--- config.mk ---
export PLATFORM = sky130hd
export DESIGN_NAME = dmi_boot_sequencer
export DESIGN_NICKNAME = d
export VERILOG_FILES = /design/src/rtl/dmi_boot_pkg.sv /design/src/rtl/dmi_boot_sequencer_access_port.sv /design/src/rtl/dmi_boot_sequencer.sv
export SDC_FILE = /design/constraint.sdc
export NUM_CORES = 1
export LEC_CHECK = 0
export ABC_CLOCK_PERIOD_IN_PS = 2800
export BUFFER_PORTS_ARGS = -buffer_cell sky130_fd_sc_hd__buf_2
export CORE_AREA = 2 2 91 110
export CTS_CLUSTER_SIZE = 14
export DETAILED_ROUTE_END_ITERATION = 8
export DIE_AREA = 0 0 93 112
export PLACE_DENSITY = 0.76
export RECOVER_POWER = 100
export SLEW_MARGIN = 10
export SYNTH_ARGS = -nofsm -noshare
export SYNTH_HDL_FRONTEND = slang
export SYNTH_SLANG_ARGS = --single-unit
--- constraint.sdc ---
create_clock -name clk_i -period 2.8 [get_ports clk_i]
set_input_delay 0.56 -clock clk_i [delete_from_list [all_inputs] [get_ports clk_i]]
set_output_delay 0.56 -clock clk_i [all_outputs]
set_load 0.05 [all_outputs]
--- src/rtl/dmi_boot_pkg.sv ---
// Shared types and constants for the DMI boot sequencer: FSM states, DM register
// addresses, status bit positions, error codes and DMI request/response layouts.
package dmi_boot_pkg;

  typedef enum logic [3:0] {
    ST_IDLE      = 4'd0,
    ST_ACTIVATE  = 4'd1,
    ST_HALT      = 4'd2,
    ST_POLL_HALT = 4'd3,
    ST_WR_DATA0  = 4'd4,
    ST_WR_DATA1  = 4'd5,
    ST_WR_CMD    = 4'd6,
    ST_POLL_ABS  = 4'd7,
    ST_RESUME    = 4'd8,
    ST_POLL_RES  = 4'd9,
    ST_NEXT      = 4'd10,
    ST_DONE      = 4'd11,
    ST_ERROR     = 4'd12
  } boot_state_e;

  typedef enum logic [1:0] {
    PORT_IDLE = 2'd0,
    PORT_REQ  = 2'd1,
    PORT_RSP  = 2'd2
  } port_state_e;

  localparam logic [6:0] ADDR_DMCONTROL  = 7'h10;
  localparam logic [6:0] ADDR_DMSTATUS   = 7'h11;
  localparam logic [6:0] ADDR_DATA0      = 7'h04;
  localparam logic [6:0] ADDR_DATA1      = 7'h05;
  localparam logic [6:0] ADDR_ABSTRACTCS = 7'h16;
  localparam logic [6:0] ADDR_COMMAND    = 7'h17;

  localparam logic [1:0] DMI_OP_NOP   = 2'd0;
  localparam logic [1:0] DMI_OP_READ  = 2'd1;
  localparam logic [1:0] DMI_OP_WRITE = 2'd2;

  localparam int unsigned ALLHALTED_BIT    = 9;
  localparam int unsigned ALLRESUMEACK_BIT = 17;
  localparam int unsigned BUSY_BIT         = 12;
  localparam int unsigned CMDERR_HI        = 10;
  localparam int unsigned CMDERR_LO        = 8;

  localparam logic [11:0] CSR_DPC = 12'h7B1;

  localparam logic [2:0] ERR_NONE     = 3'd0;
  localparam logic [2:0] ERR_DMI_RESP = 3'd1;
  localparam logic [2:0] ERR_CMDERR   = 3'd2;
  localparam logic [2:0] ERR_TIMEOUT  = 3'd3;

  // Same bit layout as dm::dmi_req_t / dm::dmi_resp_t.
  typedef struct packed {
    logic [6:0]  addr;
    logic [1:0]  op;
    logic [31:0] data;
  } dmi_req_t;

  typedef struct packed {
    logic [31:0] data;
    logic [1:0]  resp;
  } dmi_resp_t;

  function automatic logic [31:0] dmcontrol_word(input logic haltreq, input logic resumereq,
                                                 input logic [9:0] hartsel);
    return {haltreq, resumereq, 4'b0000, hartsel, 15'b0, 1'b1};
  endfunction

  // Access-register command: transfer + write of dpc, aarsize 2 (32b) or 3 (64b).
  function automatic logic [31:0] abs_cmd_dpc(input logic is_rv64);
    logic [2:0] aarsize;
    aarsize = is_rv64 ? 3'd3 : 3'd2;
    return {8'h00, 1'b0, aarsize, 1'b0, 1'b0, 1'b1, 1'b1, 4'h0, CSR_DPC};
  endfunction

  function automatic logic is_access_state(input boot_state_e st);
    return (st != ST_IDLE) && (st != ST_NEXT) && (st != ST_DONE) && (st != ST_ERROR);
  endfunction

  function automatic logic is_poll_state(input boot_state_e st);
    return (st == ST_POLL_HALT) || (st == ST_POLL_ABS) || (st == ST_POLL_RES);
  endfunction

endpackage

--- src/rtl/dmi_boot_sequencer_access_port.sv ---
// Single-outstanding DMI master port: latches one access, runs the REQ/RSP
// handshake and reports read data plus a response-error flag.
module dmi_access_port
  import dmi_boot_pkg::*;
(
  input  logic        clk_i,
  input  logic        rst_i,
  input  logic        go,
  input  logic [6:0]  addr,
  input  logic [1:0]  op,
  input  logic [31:0] wdata,
  output logic        acc_done,
  output logic [31:0] rdata,
  output logic        resp_err,
  output logic        dmi_req_valid_o,
  input  logic        dmi_req_ready_i,
  output logic [40:0] dmi_req_o,
  input  logic        dmi_resp_valid_i,
  output logic        dmi_resp_ready_o,
  input  logic [33:0] dmi_resp_i
);

  port_state_e port_state_r, port_state_s;
  logic        load_s;
  logic        req_valid_r;
  logic        resp_ready_r;
  dmi_req_t    req_r;
  dmi_resp_t   resp_s;

  assign resp_s           = dmi_resp_i;
  assign acc_done         = (port_state_r == PORT_RSP) && dmi_resp_valid_i;
  assign rdata            = resp_s.data;
  assign resp_err         = (resp_s.resp != 2'b00);
  assign dmi_req_valid_o  = req_valid_r;
  assign dmi_req_o        = req_r;
  assign dmi_resp_ready_o = resp_ready_r;

  // Handshake next-state; a new access may launch in the same cycle a response lands.
  always_comb begin
    port_state_s = port_state_r;
    load_s       = 1'b0;
    case (port_state_r)
      PORT_IDLE: begin
        if (go) begin
          port_state_s = PORT_REQ;
          load_s       = 1'b1;
        end else begin
          port_state_s = PORT_IDLE;
        end
      end
      PORT_REQ: begin
        if (dmi_req_ready_i) begin
          port_state_s = PORT_RSP;
        end else begin
          port_state_s = PORT_REQ;
        end
      end
      PORT_RSP: begin
        if (dmi_resp_valid_i && go) begin
          port_state_s = PORT_REQ;
          load_s       = 1'b1;
        end else if (dmi_resp_valid_i) begin
          port_state_s = PORT_IDLE;
        end else begin
          port_state_s = PORT_RSP;
        end
      end
      default: port_state_s = PORT_IDLE;
    endcase
  end

  // State register and registered DMI outputs; payload only changes on a launch.
  always_ff @(posedge clk_i) begin
    if (rst_i) begin
      port_state_r <= PORT_IDLE;
      req_valid_r  <= 1'b0;
      resp_ready_r <= 1'b0;
      req_r        <= '0;
    end else begin
      port_state_r <= port_state_s;
      req_valid_r  <= (port_state_s == PORT_REQ);
      resp_ready_r <= (port_state_s == PORT_RSP);
      req_r        <= load_s ? dmi_req_t'{addr: addr, op: op, data: wdata} : req_r;
    end
  end

endmodule

--- src/rtl/dmi_boot_sequencer.sv ---
// DMI boot sequencer: activates the DM, then halts, sets dpc and resumes each hart.
// Optional macro DMI_BOOT_POLL_TIMEOUT_EN bounds every poll loop to PollLimit reads.
module dmi_boot_sequencer
  import dmi_boot_pkg::*;
#(
  parameter int unsigned NrHarts   = 1,
  parameter int unsigned XLEN      = 32,
  parameter int unsigned PollLimit = 1023
) (
  input  logic                    clk_i,
  input  logic                    rst_i,
  input  logic                    start_i,
  input  logic [NrHarts*XLEN-1:0] boot_addr_i,
  output logic                    dmi_req_valid_o,
  input  logic                    dmi_req_ready_i,
  output logic [40:0]             dmi_req_o,
  input  logic                    dmi_resp_valid_i,
  output logic                    dmi_resp_ready_o,
  input  logic [33:0]             dmi_resp_i,
  output logic                    busy_o,
  output logic                    done_o,
  output logic                    error_o,
  output logic [9:0]              err_hart_o,
  output logic [2:0]              err_code_o
);

  boot_state_e state_r, state_s;
  logic [9:0]  hart_r, hart_s;
  logic [2:0]  err_code_r, err_code_s;
  logic [9:0]  err_hart_r, err_hart_s;
  logic        busy_r, done_r, error_r;
  logic        start_ok_s, cmderr_abort_s, timeout_s;
  logic        acc_go_s, acc_done_s, acc_err_s;
  logic [31:0] acc_rdata_s;
  logic [6:0]  acc_addr_s;
  logic [1:0]  acc_op_s;
  logic [31:0] acc_wdata_s;
  logic [XLEN-1:0] hart_addr_s;
  logic [63:0]     addr64_s;

  assign start_ok_s = start_i && !busy_r && !((state_r != ST_IDLE) && (state_r != ST_DONE)
                                              && (state_r != ST_ERROR));
  assign cmderr_abort_s = (state_r == ST_POLL_ABS) && acc_done_s && !acc_rdata_s[BUSY_BIT]
                          && (acc_rdata_s[CMDERR_HI:CMDERR_LO] != 3'd0);
  // Every access-state entry (including poll re-entry) launches exactly one access.
  assign acc_go_s = is_access_state(state_s) && (acc_done_s || !is_access_state(state_r));

`ifdef DMI_BOOT_POLL_TIMEOUT_EN
  localparam int unsigned PollW = $clog2(PollLimit + 1);
  logic [PollW-1:0] poll_cnt_r;

  assign timeout_s = is_poll_state(state_r) && acc_done_s
                     && (poll_cnt_r == PollW'(PollLimit - 1));

  // Completed poll reads in the current poll state; cleared whenever the state changes.
  always_ff @(posedge clk_i) begin
    if (rst_i) begin
      poll_cnt_r <= '0;
    end else if (state_s != state_r) begin
      poll_cnt_r <= '0;
    end else if (acc_done_s && is_poll_state(state_r)) begin
      poll_cnt_r <= poll_cnt_r + PollW'(1);
    end else begin
      poll_cnt_r <= poll_cnt_r;
    end
  end
`else
  assign timeout_s = 1'b0;
`endif

  // Boot address of the hart the next access belongs to.
  always_comb begin
    hart_addr_s = '0;
    for (int h = 0; h < NrHarts; h++) begin
      hart_addr_s = (hart_s == 10'(h)) ? boot_addr_i[h*XLEN +: XLEN] : hart_addr_s;
    end
  end
  assign addr64_s = 64'(hart_addr_s);

  // Sequencer next-state, hart counter and abort capture.
  always_comb begin
    state_s    = state_r;
    hart_s     = hart_r;
    err_code_s = err_code_r;
    err_hart_s = err_hart_r;
    case (state_r)
      ST_IDLE, ST_DONE, ST_ERROR: begin
        if (start_i) begin
          state_s = ST_ACTIVATE;
          hart_s  = 10'd0;
        end else begin
          state_s = state_r;
        end
      end
      ST_ACTIVATE: state_s = acc_done_s ? ST_HALT : ST_ACTIVATE;
      ST_HALT:     state_s = acc_done_s ? ST_POLL_HALT : ST_HALT;
      ST_POLL_HALT: begin
        if (acc_done_s && acc_rdata_s[ALLHALTED_BIT]) begin
          state_s = ST_WR_DATA0;
        end else begin
          state_s = ST_POLL_HALT;
        end
      end
      ST_WR_DATA0: begin
        if (acc_done_s) begin
          state_s = (XLEN == 64) ? ST_WR_DATA1 : ST_WR_CMD;
        end else begin
          state_s = ST_WR_DATA0;
        end
      end
      ST_WR_DATA1: state_s = acc_done_s ? ST_WR_CMD : ST_WR_DATA1;
      ST_WR_CMD:   state_s = acc_done_s ? ST_POLL_ABS : ST_WR_CMD;
      ST_POLL_ABS: begin
        if (cmderr_abort_s) begin
          state_s = ST_ERROR;
        end else if (acc_done_s && !acc_rdata_s[BUSY_BIT]) begin
          state_s = ST_RESUME;
        end else begin
          state_s = ST_POLL_ABS;
        end
      end
      ST_RESUME: state_s = acc_done_s ? ST_POLL_RES : ST_RESUME;
      ST_POLL_RES: begin
        if (acc_done_s && acc_rdata_s[ALLRESUMEACK_BIT]) begin
          state_s = ST_NEXT;
        end else begin
          state_s = ST_POLL_RES;
        end
      end
      ST_NEXT: begin
        if (hart_r == 10'(NrHarts - 1)) begin
          state_s = ST_DONE;
        end else begin
          state_s = ST_HALT;
          hart_s  = hart_r + 10'd1;
        end
      end
      default: state_s = ST_IDLE;
    endcase

    // Abort priority: bus error, then poll timeout, then cmderr.
    if (acc_done_s && acc_err_s) begin
      state_s    = ST_ERROR;
      err_code_s = ERR_DMI_RESP;
      err_hart_s = hart_r;
    end else if (timeout_s && (state_s == state_r)) begin
      state_s    = ST_ERROR;
      err_code_s = ERR_TIMEOUT;
      err_hart_s = hart_r;
    end else if (cmderr_abort_s) begin
      err_code_s = ERR_CMDERR;
      err_hart_s = hart_r;
    end else if (start_ok_s) begin
      err_code_s = ERR_NONE;
      err_hart_s = 10'd0;
    end else begin
      err_code_s = err_code_r;
      err_hart_s = err_hart_r;
    end
  end

  // Payload of the access launched on entry into state_s.
  always_comb begin
    acc_addr_s  = 7'h00;
    acc_op_s    = DMI_OP_NOP;
    acc_wdata_s = 32'h0000_0000;
    case (state_s)
      ST_ACTIVATE: begin
        acc_addr_s  = ADDR_DMCONTROL;
        acc_op_s    = DMI_OP_WRITE;
        acc_wdata_s = dmcontrol_word(1'b0, 1'b0, 10'd0);
      end
      ST_HALT: begin
        acc_addr_s  = ADDR_DMCONTROL;
        acc_op_s    = DMI_OP_WRITE;
        acc_wdata_s = dmcontrol_word(1'b1, 1'b0, hart_s);
      end
      ST_POLL_HALT, ST_POLL_RES: begin
        acc_addr_s = ADDR_DMSTATUS;
        acc_op_s   = DMI_OP_READ;
      end
      ST_WR_DATA0: begin
        acc_addr_s  = ADDR_DATA0;
        acc_op_s    = DMI_OP_WRITE;
        acc_wdata_s = addr64_s[31:0];
      end
      ST_WR_DATA1: begin
        acc_addr_s  = ADDR_DATA1;
        acc_op_s    = DMI_OP_WRITE;
        acc_wdata_s = addr64_s[63:32];
      end
      ST_WR_CMD: begin
        acc_addr_s  = ADDR_COMMAND;
        acc_op_s    = DMI_OP_WRITE;
        acc_wdata_s = abs_cmd_dpc(XLEN == 64);
      end
      ST_POLL_ABS: begin
        acc_addr_s = ADDR_ABSTRACTCS;
        acc_op_s   = DMI_OP_READ;
      end
      ST_RESUME: begin
        acc_addr_s  = ADDR_DMCONTROL;
        acc_op_s    = DMI_OP_WRITE;
        acc_wdata_s = dmcontrol_word(1'b0, 1'b1, hart_s);
      end
      default: begin
        acc_addr_s  = 7'h00;
        acc_op_s    = DMI_OP_NOP;
        acc_wdata_s = 32'h0000_0000;
      end
    endcase
  end

  // Sequencer state and registered status outputs.
  always_ff @(posedge clk_i) begin
    if (rst_i) begin
      state_r    <= ST_IDLE;
      hart_r     <= 10'd0;
      err_code_r <= ERR_NONE;
      err_hart_r <= 10'd0;
      busy_r     <= 1'b0;
      done_r     <= 1'b0;
      error_r    <= 1'b0;
    end else begin
      state_r    <= state_s;
      hart_r     <= hart_s;
      err_code_r <= err_code_s;
      err_hart_r <= err_hart_s;
      busy_r     <= (state_s != ST_IDLE) && (state_s != ST_DONE) && (state_s != ST_ERROR);
      done_r     <= (state_s == ST_DONE);
      error_r    <= (state_s == ST_ERROR);
    end
  end

  assign busy_o     = busy_r;
  assign done_o     = done_r;
  assign error_o    = error_r;
  assign err_code_o = err_code_r;
  assign err_hart_o = err_hart_r;

  dmi_access_port u_access_port (
    .clk_i            (clk_i),
    .rst_i            (rst_i),
    .go               (acc_go_s),
    .addr             (acc_addr_s),
    .op               (acc_op_s),
    .wdata            (acc_wdata_s),
    .acc_done         (acc_done_s),
    .rdata            (acc_rdata_s),
    .resp_err         (acc_err_s),
    .dmi_req_valid_o  (dmi_req_valid_o),
    .dmi_req_ready_i  (dmi_req_ready_i),
    .dmi_req_o        (dmi_req_o),
    .dmi_resp_valid_i (dmi_resp_valid_i),
    .dmi_resp_ready_o (dmi_resp_ready_o),
    .dmi_resp_i       (dmi_resp_i)
  );

endmodule

==> results of run 1 <==
layer usage:
metal,vias to the layer above,GRT usage [%],share of wire (%)
met5,-,0,0
met1,1763,23.9,41
met3,19,5.01,6.5
met4,0,6.76,1.8
li1,1807,-,-
met2,125,33.3,51
area by class of cell:
type,count,share of cell area [%]
Multi-Input combinational cell,288,41.0
Clock inverter,4,0.985
Timing Repair Buffer,181,22.5
Inverter,12,0.891
Sequential cell,71,26.9
Tap cell,123,2.88
Clock buffer,12,4.81
sequential cells by signal, summed over array words and instances, names as in the netlist:
register	flops
u_access_port.port_state_r	2
err_code_o	2
error_o	1
busy_o	1
u_access_port.dmi_resp_ready_o	1
state_r	4
err_hart_o	10
done_o	1
hart_r	10
u_access_port.dmi_req_valid_o	1
u_access_port.dmi_req_o	38
power by group:
group / leakage, nW / switching (W) / internal, W
Sequential: 0.578 / 0.0000250 / 0.00105
Combinational: 1.58 / 0.000437 / 0.000332
Clock: 0.153 / 0.000428 / 0.000741
critical path: stages (launching register included):
cell	delay, ns
dfxtp_4	0.36
buf_8	0.13
nor2b_4	0.13
o31ai_4	0.27
a21oi_4	0.14
a211oi_2	0.29
buf_4	0.17
nand4_4	0.10
or4_4	0.58
nor3_4	0.24
buf_6	0.17
a22o_1	0.16
layout by cell type, fill, tap and decap left out, drive strengths merged, types with 3 or more instances in the layout:
master	synthesis	final
inv	12	13
nor2b	10	10
mux2i	8	8
and2	6	6
a21oi	42	42
a221oi	7	7
nand2	22	22
nor4	5	5
o21ai	7	7
o211ai	3	3
and2b	4	4
dfxtp	71	71
o41ai	3	3
a22o	14	14
a22oi	4	4
nor3	21	21
clkbuf	10	14
nand3	19	19
buf	25	179
nand2b	3	3
and3b	3	3
nor2	29	29
conb	1	4
o31a	3	3
a211oi	9	9
nand4	5	5
o2bb2ai	18	18
a21o	3	3
or3	4	4
cells in the mapped netlist, types with 4 or more instances:
cell type / number / area share, %
a22oi_1: 4 / 0.82
buf_2: 10 / 1.4
dfxtp_1: 71 / 39
nand2_1: 22 / 2.3
clkbuf_1: 7 / 0.72
buf_4: 7 / 1.4
nand3_1: 19 / 2.6
and2_1: 4 / 0.69
or3_1: 4 / 0.69
a221oi_1: 7 / 1.7
inv_1: 12 / 1.2
a211oi_1: 8 / 1.6
o2bb2ai_1: 18 / 4.3
a22o_1: 14 / 3.4
mux2i_1: 8 / 2.2
a21oi_1: 40 / 5.5
nor3_1: 19 / 2.6
nor2b_1: 9 / 1.5
buf_6: 7 / 2.2
nor2_1: 29 / 3.0
o21ai_0: 6 / 0.82
repair_timing:
item,4_1_cts,5_1_grt
endpoints found under the setup margin,32,34
gates resized for setup,13,48
gates cloned,1,2
pin swaps,19,22
buffers inserted,4,11
worst paths after layout:
kind	slack, ns	cells past startpoint	startpoint	to
setup / recovery	-0.007	11	state_r[0]	u_access_port.dmi_req_o[28]
hold reg to reg	0.46	1	u_access_port.dmi_req_o[22]	u_access_port.dmi_req_o[22]
setup reg to reg	-0.007	11	state_r[0]	u_access_port.dmi_req_o[28]
hold / removal	0.43	2	boot_addr_i[15]	u_access_port.dmi_req_o[15]
per-stage QoR:
step / instance area [um2] / power, W
final: 5340 / 0.00301
after CTS: 5060 / 0.00295
after floorplan: 3680 / 0.00155
after global routing: 5340 / 0.00313
after global placement: 4640 / 0.00177
after detailed placement: 4640 / 0.00178
kinds of logic after synthesis:
family / after synthesis
flops: 71
other cells: 1
buf+inv: 47
fa+ha+maj: 2
mux: 8
xor+xnor: 1
compound gates: 124
simple gates: 149
==> results.json, run 1 <==
{
  "antennaDiodeCount": 0,
  "synth_top_family_by_area": "compound AO/OA/AOI/OAI gates",
  "maxSlewHeadroom_pct": 47.7,
  "ctsHtreeMaxLevel": 3,
  "fin_crit_ns": 2.81,
  "start_util_pct": 38.9,
  "synth_area_mm2": 0.00364,
  "fin_util_pct": 57.0,
  "first_iter_violations": 191,
  "hpwlAfterDp_mm": 7.41,
  "hp-class": "primary input to flop",
  "clock_path_buffers": 2,
  "numCtsBuffers": 9,
  "grt_pass1_wl_mm": 16.7,
  "required_ns": 3.07,
  "clk_pin_slew_ns": 0.06,
  "grt-ovfl-total": 0,
  "syn_to_final_growth_pct": 46.5,
  "synthSimpleGateAreaFrac_pct": 24.8,
  "path_class": "flop to flop",
  "ctsHoldBuffers": 0,
  "final_max_slew_viol_count": 0,
  "worst_slack_ns": -0.00744,
  "critPathLaunchType": "flop",
  "hold_slack_ns": 0.433,
  "die_h_um": 112,
  "multi_input_area_mm2": 0.00219,
  "setup_violations": 1,
  "first_global_vias": 3626,
  "max_freq_mhz": 356,
  "finalHoldViolations": 0,
  "antenna_found_initial": 0,
  "wl_per_cell_um": 15.5,
  "wirelength_mm": 10.7,
  "worst_skew_pair.late_latency_ns": 0.33,
  "portBuffers": 98,
  "ys_warn_count": 0,
  "fill_cells": 840,
  "worst_pin_slew_ns": 0.783,
  "dpl_worst_slack_ns": -0.283,
  "critPathCaptureType": "flop",
  "num_rows": 39,
  "ys.flop_type": "dfxtp_1",
  "dieArea_mm2": 0.0104,
  "cts.sinks": 71,
  "critPathArrivalTime_ns": 3.08,
  "fin_setup_tns_ns": -0.00744,
  "synth.avg_cell_area_um2": 9.04,
  "synth-seq-area-share_pct": 39.0,
  "grt_usage_pct": 19.6,
  "gp_congestion": 0.924,
  "violations": "negative setup slack",
  "routed_via_density": 5.37,
  "fin_nets": 636,
  "synth-xor-area-share_pct": 0.240,
  "grt_max_degree": 43,
  "drc": 0,
  "cap_violations": 0,
  "power.leakage_nw": 2.31,
  "regArea_mm2": 0.00144,
  "synth_compound_area_share_pct": 24.9,
  "synth-seq-cells": 71,
  "clock_skew_ns": 0.00611,
  "synth_cells": 403,
  "drt_first_pass_iters": 4,
  "dieWidth_um": 93,
  "status": "finished with violations",
  "synth_fa_ha_area_share_pct": 0.687,
  "async_flop_share_pct": 0,
  "synth.area.mux_share_pct": 2.20,
  "root_buffer": "clkbuf_16",
  "io_pins": 130,
  "synth-edff-count": 0,
  "finalCritPeriodShare_pct": 100,
  "ir_worst_vdd_v": 0.000338,
  "yosys.cell_types.count": 74,
  "path_max_fanout": 7,
  "core_area_mm2": 0.00937,
  "placed_cells": 659,
  "ant_nets": 0,
  "drive_gt1_share_pct": 46.8,
  "vias": 3714,
  "rsz0062_at_grt": "true",
  "p_per_area_mw_per_mm2": 565,
  "cts_tree": "done",
  "layout.cells.non_filler": 691
}
Note: power is estimated with default switching activity, not from simulation.
==> run 2, diff against run 1 <==
--- a/config.mk
+++ b/config.mk
@@ -7,11 +7,13 @@
 export LEC_CHECK = 0
 export ABC_CLOCK_PERIOD_IN_PS = 2800
 export BUFFER_PORTS_ARGS = -buffer_cell sky130_fd_sc_hd__buf_2
-export CORE_AREA = 2 2 91 110
+export CELL_PAD_IN_SITES_DETAIL_PLACEMENT = 1
+export CELL_PAD_IN_SITES_GLOBAL_PLACEMENT = 1
+export CORE_AREA = 2 2 99 121
 export CTS_CLUSTER_SIZE = 14
 export DETAILED_ROUTE_END_ITERATION = 8
-export DIE_AREA = 0 0 93 112
-export PLACE_DENSITY = 0.76
+export DIE_AREA = 0 0 101 123
+export PLACE_DENSITY = 0.83
 export RECOVER_POWER = 100
 export SLEW_MARGIN = 10
 export SYNTH_ARGS = -nofsm -noshare
==> results.json, run 2 (synthesis results as in run 1) <==
{
  "crit_start": "state_r[0]",
  "critPathArrivalTime_ns": 3.11,
  "fin_total_pwr_w": 0.00293,
  "gp_congestion": 0.883,
  "violations": "negative setup slack",
  "status": "finished with violations",
  "wirelength_mm": 12.0,
  "largest_register_ff_count": 38,
  "critPathCaptureType": "flop",
  "maxSlewHeadroom_pct": 58.0,
  "path_max_fanout": 13,
  "p_comb_share_pct": 25.0,
  "wl_per_cell_um": 17.1,
  "io_pins": 130,
  "worst_pin_slew_ns": 0.621,
  "root_buffer": "clkbuf_16",
  "fin_crit_ns": 2.84,
  "cts_tree": "done",
  "first_global_vias": 3937,
  "grt_pass1_wl_mm": 19.2,
  "final_cell_mix": "buf_4, dfxtp_1, clkbuf_1, buf_2, a21oi_1",
  "path_class": "flop to flop",
  "cts.sinks": 71,
  "worst_slack_ns": -0.0382,
  "clock_path_buffers": 2,
  "critPathLaunchType": "flop",
  "routed_via_density": 5.31,
  "core_area_mm2": 0.0113,
  "switchingPower_w": 0.000902,
  "num_rows": 43,
  "ir_worst_vdd_v": 0.000360,
  "required_ns": 3.08,
  "final_max_slew_viol_count": 0,
  "antennaDiodeCount": 0,
  "fin_util_pct": 45.5,
  "power.leakage_nw": 1.99,
  "worst_skew_pair.late_latency_ns": 0.34,
  "drt_first_pass_iters": 4,
  "cap_violations": 0,
  "drive_gt1_share_pct": 34.5,
  "seqPwrFrac_pct": 36.8,
  "ctsHtreeMaxLevel": 3,
  "grt_usage_pct": 19.4,
  "clk_pin_slew_ns": 0.06,
  "start_util_pct": 32.2,
  "dieArea_mm2": 0.0124,
  "dieWidth_um": 101,
  "power_frac_clock_pct": 38.2,
  "grt-ovfl-total": 0,
  "syn_to_final_growth_pct": 41.1,
  "p_per_area_mw_per_mm2": 571,
  "final_common_cell": "buf_4",
  "ant_nets": 0,
  "r2r_start": "state_r[0]",
  "setup_violations": 13,
  "fin_nets": 636,
  "portBuffers": 98,
  "hp-class": "primary input to flop",
  "grt_max_degree": 25,
  "die_h_um": 123,
  "max_freq_mhz": 352,
  "first_iter_violations": 140,
  "clock_skew_ns": 0.00505,
  "rsz0062_at_grt": "true",
  "antenna_found_initial": 0,
  "worstHoldStart": "boot_addr_i[14]",
  "vias": 3733,
  "hpwlAfterDp_mm": 8.84,
  "numCtsBuffers": 9,
  "finalCritPeriodShare_pct": 101,
  "drc": 0,
  "p_int_w": 0.00203,
  "switching_share_pct": 30.7,
  "finalHoldViolations": 0
}
run 2: layer usage:
metal | track usage [%] | up-vias | wire [um]
met5 | 0 | - | 0
met4 | 6.42 | 0 | 214
met3 | 4.13 | 18 | 514
met2 | 35.5 | 84 | 6340
met1 | 22.2 | 1830 | 4970
li1 | - | 1801 | -
run 2: power by group through the flow:
stage          combinational [W]  sequential, W  clock, W
2_1_floorplan           0.000352        0.00120         0
3_3_place_gp            0.000667        0.00109         0
3_5_place_dp            0.000688        0.00110         0
4_1_cts                 0.000703        0.00108   0.00115
5_1_grt                 0.000786        0.00108   0.00120
6_report                0.000733        0.00108   0.00112
run 2: final cells by class:
cell class | count | area [um2]
Clock inverter | 5 | 58.8
Tap cell | 135 | 169
Inverter | 12 | 47.5
Clock buffer | 11 | 233
Fill cell | 1348 | 6160
Timing Repair Buffer | 181 | 1110
Multi-Input combinational cell | 288 | 2080
Sequential cell | 71 | 1440
run 2: what timing repair did:
item | CTS | global route
hold buffers | 0 | 0
setup endpoints to repair | 34 | 32
gates resized for setup | 14 | 22
hold endpoints to repair | 0 | 0
setup buffers | 0 | 7
pin swaps | 2 | 5
run 2: final timing paths:
check                                     end  slack, ns  cells after the start
hold reg to reg   u_access_port.dmi_req_o[30]       0.46                      1
setup reg to reg  u_access_port.dmi_req_o[12]      -0.04                     10
setup / recovery  u_access_port.dmi_req_o[12]      -0.04                     10
hold / removal    u_access_port.dmi_req_o[14]       0.43                      2
run 2: per-stage QoR:
| stage | TNS, ns | setup WS [ns] | instance area [um2] | std cells | hold slack, ns |
|---|---|---|---|---|---|
| floorplan | -0.182 | -0.0182 | 3680 | 406 | 0.482 |
| global placement | -4.26 | -0.149 | 4710 | 680 | 0.441 |
| detailed placement | -8.46 | -0.290 | 4710 | 680 | 0.441 |
| CTS | 0 | 0.00367 | 5060 | 696 | 0.424 |
| global route | -4.68 | -0.175 | 5140 | 703 | 0.433 |
| finish | -0.384 | -0.0382 | 5140 | 703 | 0.433 |
run 2: critical path, cell delays in order, from the launching register on:
cell and delay, ns:
dfxtp_2 0.36, buf_4 0.16, and3b_2 0.21, a221oi_2 0.22, a21oi_1 0.10, o41a_1 0.38
or2_4 0.29, or4_4 0.54, nor3_4 0.23, buf_12 0.16, a22o_1 0.13
==> run 3, diff against run 2 <==
--- a/config.mk
+++ b/config.mk
@@ -7,7 +7,7 @@
 export LEC_CHECK = 0
 export ABC_CLOCK_PERIOD_IN_PS = 2800
 export BUFFER_PORTS_ARGS = -buffer_cell sky130_fd_sc_hd__buf_2
-export CELL_PAD_IN_SITES_DETAIL_PLACEMENT = 1
+export CELL_PAD_IN_SITES_DETAIL_PLACEMENT = 0
 export CELL_PAD_IN_SITES_GLOBAL_PLACEMENT = 1
 export CORE_AREA = 2 2 99 121
 export CTS_CLUSTER_SIZE = 14
==> results.json, run 3 (synthesis results as in run 1) <==
{
  "ir_worst_vdd_v": 0.000275,
  "maxSlewHeadroom_pct": 57.8,
  "final_common_cell": "buf_4",
  "layout.cells.non_filler": 700,
  "portBuffers": 98,
  "numCtsBuffers": 9,
  "fin_crit_ns": 2.75,
  "path_class": "flop to flop",
  "core_area_mm2": 0.0113,
  "cts_tree": "done",
  "io_pins": 130,
  "antennaDiodeCount": 0,
  "worst_pin_slew_ns": 0.630,
  "die_h_um": 123,
  "grt_pass1_wl_mm": 16.9,
  "drive_gt1_share_pct": 32.9,
  "fin_nets": 633,
  "drc": 0,
  "ctsHoldBuffers": 0,
  "largest_register_ff_count": 38,
  "placed_cells": 680,
  "start_util_pct": 32.2,
  "worst_skew_pair.late_latency_ns": 0.33,
  "grt_usage_pct": 17.0,
  "gp_congestion": 0.883,
  "fin_setup_tns_ns": 0,
  "dpl_worst_slack_ns": -0.181,
  "fin_total_pwr_w": 0.00294,
  "required_ns": 3.08,
  "rsz0062_at_grt": "true",
  "setup_violations": 0,
  "dieArea_mm2": 0.0124,
  "final_max_slew_viol_count": 0,
  "final_cell_mix": "buf_4, dfxtp_1, clkbuf_1, buf_2, a21oi_1",
  "max_freq_mhz": 363,
  "syn_to_final_growth_pct": 39.4,
  "first_global_vias": 3496,
  "critPathArrivalTime_ns": 3.03,
  "root_buffer": "clkbuf_16",
  "path_max_fanout": 13,
  "critPathCaptureType": "flop",
  "status": "finished clean",
  "fill_cells": 1145,
  "wirelength_mm": 10.2,
  "routed_via_density": 5.11,
  "antenna_found_initial": 0,
  "dieWidth_um": 101,
  "grt-ovfl-total": 0,
  "hp-class": "primary input to flop",
  "vias": 3575,
  "p_per_area_mw_per_mm2": 579,
  "finalCritPeriodShare_pct": 98.3,
  "first_iter_violations": 139,
  "hold_slack_ns": 0.429,
  "clk_pin_slew_ns": 0.05,
  "grt_max_degree": 25,
  "cap_violations": 0,
  "num_rows": 43,
  "finalHoldViolations": 0,
  "worst_slack_ns": 0.0481,
  "drt_first_pass_iters": 4,
  "critPathLaunchType": "flop",
  "clock_path_buffers": 2,
  "wl_per_cell_um": 14.6,
  "ctsHtreeMaxLevel": 3,
  "cts.sinks": 71,
  "power.leakage_nw": 1.96,
  "ant_nets": 0,
  "hpwlAfterDp_mm": 7.81,
  "clock_skew_ns": 0.00658
}
==> run 3: metal layers <==
| layer | track usage, % | share of wire, % | up-vias |
|---|---|---|---|
| li1 | - | - | 1798 |
| met1 | 21.3 | 44 | 1689 |
| met2 | 28.1 | 50 | 76 |
| met3 | 3.96 | 4.8 | 12 |
| met4 | 7.26 | 1.9 | 0 |
| met5 | 0 | 0 | - |
==> run 3: final cells by class <==
type	count	area, um2	share of cell area, %
multi-input cells	288	2050	40.3
flip-flops and latches	71	1430	28.2
repair buffers	178	1070	21.1
clock buffers	13	240	4.73
well taps	135	169	3.33
clock inverters	3	67.6	1.33
inverters	12	47.5	0.936
==> run 3: worst max-delay path, stage by stage (launching register included) <==
cell	delay, ns
dfxtp_2	0.35
buf_4	0.16
nor2b_1	0.17
o31ai_4	0.31
a21oi_4	0.14
a211oi_2	0.22
buf_4	0.16
nand4_4	0.11
or4_4	0.58
nor3_4	0.21
buf_12	0.16
a22o_1	0.13
==> run 3: stage by stage <==
stage,util [%],cell area (um2)
6_report,45.0,5080
5_1_grt,45.0,5080
4_1_cts,44.8,5060
3_5_place_dp,41.7,4710
3_3_place_gp,41.7,4710
2_1_floorplan,-,3680
==> run 3: what timing repair did <==
action,CTS,global route
endpoints found under the setup margin,32,33
pin swaps,2,3
buffers inserted,1,3
gates resized for setup,7,17
==> run 3: final timing paths <==
path | endpoint | cells past startpoint | slack [ns] | from
max | u_access_port.dmi_req_o[15] | 11 | 0.05 | state_r[0]
min | u_access_port.dmi_req_o[6] | 2 | 0.43 | boot_addr_i[6]
max reg2reg | u_access_port.dmi_req_o[15] | 11 | 0.05 | state_r[0]
min reg2reg | u_access_port.dmi_req_o[35] | 2 | 0.46 | u_access_port.dmi_req_o[35]
==> run 3: report_power, final <==
| group | switching, W | internal [W] | total [W] |
|---|---|---|---|
| Clock | 0.000405 | 0.000781 | 0.00119 |
| Sequential | 0.0000273 | 0.00105 | 0.00108 |
| Combinational | 0.000408 | 0.000272 | 0.000681 |
